`src/rtl/mem_read_port_if.sv`:
```
// Memory read bus between mem_read_port (master) and data memory (slave).
// Mem_RData is valid in the same cycle Mem_Ack is high.
interface mem_read_port_if #(
   parameter int AW = 32,
   parameter int DW = 32
);
   logic          Mem_Req;
   logic [AW-1:0] Mem_Addr;
   logic          Mem_Ack;
   logic [DW-1:0] Mem_RData;

   modport master (output Mem_Req, output Mem_Addr, input Mem_Ack, input Mem_RData);
   modport slave  (input Mem_Req, input Mem_Addr, output Mem_Ack, output Mem_RData);
endinterface

```
`src/rtl/mem_read_port.sv`:
```
// Read-side bus master: one-shot read command -> req/ack with data memory -> held MDR word.
// Optional REQ timeout is built when MEM_READ_TIMEOUT_EN is defined.
module mem_read_port #(
   parameter int AW      = 32,
   parameter int DW      = 32,
   parameter int TIMEOUT = 15
) (
   input  logic          Clk,
   input  logic          Reset,
   input  logic          Read,
   input  logic [AW-1:0] Addr,
   output logic [DW-1:0] Data_out,
   output logic          Busy,
   output logic          Done,
   output logic          Err,
   mem_read_port_if.master mem
);

   typedef enum logic [1:0] {IDLE, REQ, DONE} state_t;

   state_t state;

   if (TIMEOUT < 1) begin : g_bad_timeout
      $error("mem_read_port: TIMEOUT must be >= 1");
   end

`ifdef MEM_READ_TIMEOUT_EN
   localparam int CW = $clog2(TIMEOUT + 1);
   logic [CW-1:0] cnt;
`else
   assign Err = 1'b0;
`endif

   always_ff @(posedge Clk or negedge Reset) begin
      if (!Reset) begin
         state        <= IDLE;
         Data_out     <= '0;
         mem.Mem_Addr <= '0;
         mem.Mem_Req  <= 1'b0;
         Busy         <= 1'b0;
         Done         <= 1'b0;
`ifdef MEM_READ_TIMEOUT_EN
         Err          <= 1'b0;
         cnt          <= '0;
`endif
      end else begin
         Done <= 1'b0;
`ifdef MEM_READ_TIMEOUT_EN
         Err  <= 1'b0;
`endif
         case (state)
            IDLE: begin
               if (Read) begin
                  mem.Mem_Addr <= Addr;
                  mem.Mem_Req  <= 1'b1;
                  Busy         <= 1'b1;
                  state        <= REQ;
`ifdef MEM_READ_TIMEOUT_EN
                  cnt          <= '0;
`endif
               end
            end
            REQ: begin
               // Ack wins over an expiring count on the same edge.
               if (mem.Mem_Ack) begin
                  Data_out    <= mem.Mem_RData;
                  mem.Mem_Req <= 1'b0;
                  Done        <= 1'b1;
                  state       <= DONE;
               end
`ifdef MEM_READ_TIMEOUT_EN
               else if (cnt == CW'(TIMEOUT - 1)) begin
                  mem.Mem_Req <= 1'b0;
                  Done        <= 1'b1;
                  Err         <= 1'b1;
                  state       <= DONE;
               end else begin
                  cnt <= cnt + 1'b1;
               end
`endif
            end
            DONE: begin
               Busy  <= 1'b0;
               state <= IDLE;
            end
            default: state <= IDLE;
         endcase
      end
   end

endmodule

```
`src/flat_wrapper.sv`:
```
// flat-port wrapper written by rule: the top's interface ports become plain ports
module mem_read_port_flat 
#(
   parameter int AW      = 32,
   parameter int DW      = 32,
   parameter int TIMEOUT = 15
)
  (Clk, Reset, Read, Addr, Data_out, Busy, Done, Err, mem_Mem_Req, mem_Mem_Addr, mem_Mem_Ack, mem_Mem_RData);
  mem_read_port_if #(.AW(AW), .DW(DW)) mem_i ();
  input  logic Clk;
  input  logic Reset;
  input  logic Read;
  input  logic [AW-1:0] Addr;
  output logic [DW-1:0] Data_out;
  output logic Busy;
  output logic Done;
  output logic Err;
  output wire logic [$bits(mem_i.Mem_Req)-1:0] mem_Mem_Req;
  output wire logic [$bits(mem_i.Mem_Addr)-1:0] mem_Mem_Addr;
  input wire logic [$bits(mem_i.Mem_Ack)-1:0] mem_Mem_Ack;
  input wire logic [$bits(mem_i.Mem_RData)-1:0] mem_Mem_RData;
  assign mem_Mem_Req = mem_i.Mem_Req;
  assign mem_Mem_Addr = mem_i.Mem_Addr;
  assign mem_i.Mem_Ack = mem_Mem_Ack;
  assign mem_i.Mem_RData = mem_Mem_RData;
  mem_read_port #(.AW(AW), .DW(DW), .TIMEOUT(TIMEOUT)) u_core (.Clk(Clk), .Reset(Reset), .Read(Read), .Addr(Addr), .Data_out(Data_out), .Busy(Busy), .Done(Done), .Err(Err), .mem(mem_i));
endmodule
```
`config.mk`:
```
export PLATFORM = sky130hd
export DESIGN_NAME = mem_read_port_flat
export DESIGN_NICKNAME = d
export VERILOG_FILES = /design/src/rtl/mem_read_port_if.sv /design/src/rtl/mem_read_port.sv /design/src/flat_wrapper.sv
export SDC_FILE = /design/constraint.sdc
export NUM_CORES = 1
export LEC_CHECK = 0
export BUFFER_PORTS_ARGS = -buffer_cell sky130_fd_sc_hd__buf_4
export CAP_MARGIN = 20
export CORE_ASPECT_RATIO = 2
export CORE_UTILIZATION = 45
export DETAILED_ROUTE_END_ITERATION = 16
export GPL_TIMING_DRIVEN = 0
export PLACE_DENSITY_LB_ADDON = 0.3
export SKIP_CTS_REPAIR_TIMING = 1
export SYNTH_ARGS = -nofsm -noshare
export SYNTH_HDL_FRONTEND = slang
export SYNTH_SLANG_ARGS = --single-unit
```
`constraint.sdc`:
```
create_clock -name Clk -period 3.88 [get_ports Clk]
set_clock_uncertainty 0.15 [all_clocks]
set_input_delay 1.164 -clock Clk [delete_from_list [all_inputs] [get_ports Clk]]
set_output_delay 1.164 -clock Clk [all_outputs]
set_load 0.005 [all_outputs]
```
==> impl_metrics.toml <==
[outcome]
outcome = "finished, violations left"
violations = "DRC"

[route]
drc = 9
postRouteWirelength_mm = 5.92
vias = 1807
first_iter_violations = 56
avgRoutedWirePerCell_um = 16.2
viasPerCell = 4.94
dr.pass1.iters = 10
antenna_left = 0

[setup_path]
crit_fanout = 3
max_stage_delay_ns = 0.39
crit_family = "flip-flops"
timing.rr.start = "u_core.state[1]"
rr_worst_depth = 3
crit_path_cell_trace = "buf_4"
startpoint_type = "flip-flop"
critPathLaunch = "u_core.mem.Mem_Req"
r2r_end = "u_core.Data_out[13]"
path_class = "flip-flop to output port"
slowest_stage = "dfrtp_1"
cp.arrival_ns = 0.86
crit_path_end_kind = "output port"
r2r_setup_slack_ns = 2.21
worst_ep_required_time_ns = 2.57
path_buf_inv = 1

[synth]
avgSynthCellArea_um2 = 17.8
synth-xor-area-share_pct = 0
synth_compound_area_share_pct = 1.18
yosysTopAreaCellShare_pct = 62.8
synth_area_mm2 = 0.00275
synth_top_family_by_area = "multiplexers"
postSynthCellCount = 155
synth_seq_area_share_pct = 62.8
ys_ff_latch = 69
synthTopCellsByArea = "dfrtp_1 63%, mux2_4 16%, mux2_2 14%"
synth_top_cell_by_area = "dfrtp_1"
synthMuxAreaShare_pct = 30.3
ys_warn_count = 0
synth_cell_types = 17
synth_nets = 223
synthAdderAreaFrac_pct = 0
yosys.area_share.simple_pct = 1.14

[sta]
fmax_ghz = 0.460
final.setup.worst_slack_ns = 1.71
finalSetupViolCount = 0
setup_tns_ns = 0
slew_headroom_pct = 43.5
grt_setup_unrepaired = "no"
fin_crit_sh_pct = 56.0
hold_viol_final = 0
slew_violations = 0
worstMarginPinSlew_ns = 0.848
period_needed_ns = 2.17

[placement]
io_buffers = 134
dp_worst_setup_slack_ns = 1.41
hpwl_mm = 4.44
gp_congestion = 0.691
dp_cells = 352

[cts]
clk_latency_ns = 0.32
clockBufferDepth = 2
clkTransAtPathRegs_ns = 0.05
cts_tree = "built"
cts-root-buf = "clkbuf_16"
numCtsBuffers = 9
clock-sinks = 69
htreeDepth = 3

[finish]
final_cell_mix = "135 x buf_4, 69 x dfrtp_1, 33 x mux2_2"
final_cell_count_no_fill = 366
post_route_cells_drive_above_1_share_pct = 72.9
nNetsFinal = 368
fill_cells = 452
antenna_cells = 0
layout_commonest_cell = "buf_4"
areaGrowthSynthToFinish_pct = 49.1

[global_routing]
grt_antenna_before_repair = 0
grt_usage_pct = 19.5
grt_max_degree = 70
grt_overflow = 0
grt_pass1_wl_mm = 9.18
grt_pass1_vias = 1869

[die]
die_area_mm2 = 0.00645
die_y_um = 113
boundaryPins = 136
die_width_um = 57.3
coreArea_mm2 = 0.00596
rows = 40
initial_core_util_pct = 46.2

[power]
ir_drop_mv = 0.454
cellPowerDensity_mw_per_mm2 = 813
leakagePower_nw = 2.02

[run]
drv_cap = 0

[hold_path]
hold_depth = 1
holdPathEnd = "u_core.Data_out[4]"
hp-start = "u_core.Data_out[4]"
hold_class = "flip-flop to flip-flop"
## kinds of logic after synthesis
family                 count (synthesis)
flip-flops                            69
multiplexers                          64
buffers and inverters                 11
AO/OA/AOI/OAI                          6
AND/OR/NAND/NOR                        4
other                                  1
## layer usage
metal  part of all wire [%]  track usage [%]
met4                    2.7             11.1
met2                     56             34.7
met5                      0                0
met1                     34             19.5
met3                    7.1             5.88
## through the flow
stage	total power, mW	hold slack (ns)	util, %	area (um2)
finish	3.34	0.346	68.9	4100
global route	3.52	0.361	68.9	4100
CTS	3.38	0.346	68.9	4100
detailed placement	2.63	0.334	64.4	3840
global placement	2.59	0.322	64.4	3840
floorplan	1.91	0.333	-	2750
## final cells by class
class / instances / area [um2] / area share [%]
buffer: 8 / 113 / 2.74
clock buffer: 12 / 256 / 6.25
clock inverter: 2 / 10.0 / 0.244
inverter: 3 / 11.3 / 0.274
multi-input combinational: 75 / 901 / 22.0
sequential: 69 / 1730 / 42.1
tap: 63 / 78.8 / 1.92
timing repair buffer: 134 / 1010 / 24.5
## power by group
part,internal [mW],total (mW),switching [mW]
Sequential,1.08,1.28,0.200
Combinational,0.917,1.33,0.415
Clock,0.457,0.721,0.265
Total,2.46,3.34,0.879
## flip-flops by register name, summed over array words and instances (netlist names)
signal and count:
u_core.mem.Mem_Req 1, u_core.Busy 1, u_core.Data_out 32, u_core.state 2
u_core.Done 1, u_core.mem.Mem_Addr 32
## synthesized netlist by cell type
library cell and number:
nor3_1 1, buf_6 4, inv_2 2, mux2_1 1
inv_1 1, mux2_2 33, buf_4 1, mux2_4 30
conb_1 1, a211oi_1 1, and3_1 1, dfrtp_1 69
nor2_1 1, o21ai_0 2, buf_12 3, a21oi_1 3
nor3_4 1
## how the worst max path moves through the flow
stage,cells past startpoint,end
floorplan,4,u_core.Data_out[10]
global placement,5,u_core.Data_out[6]
detailed placement,5,u_core.Data_out[6]
CTS,1,mem_Mem_Req
global route,1,mem_Mem_Req
finish,1,mem_Mem_Req
Power figures use the tool's default switching activity.
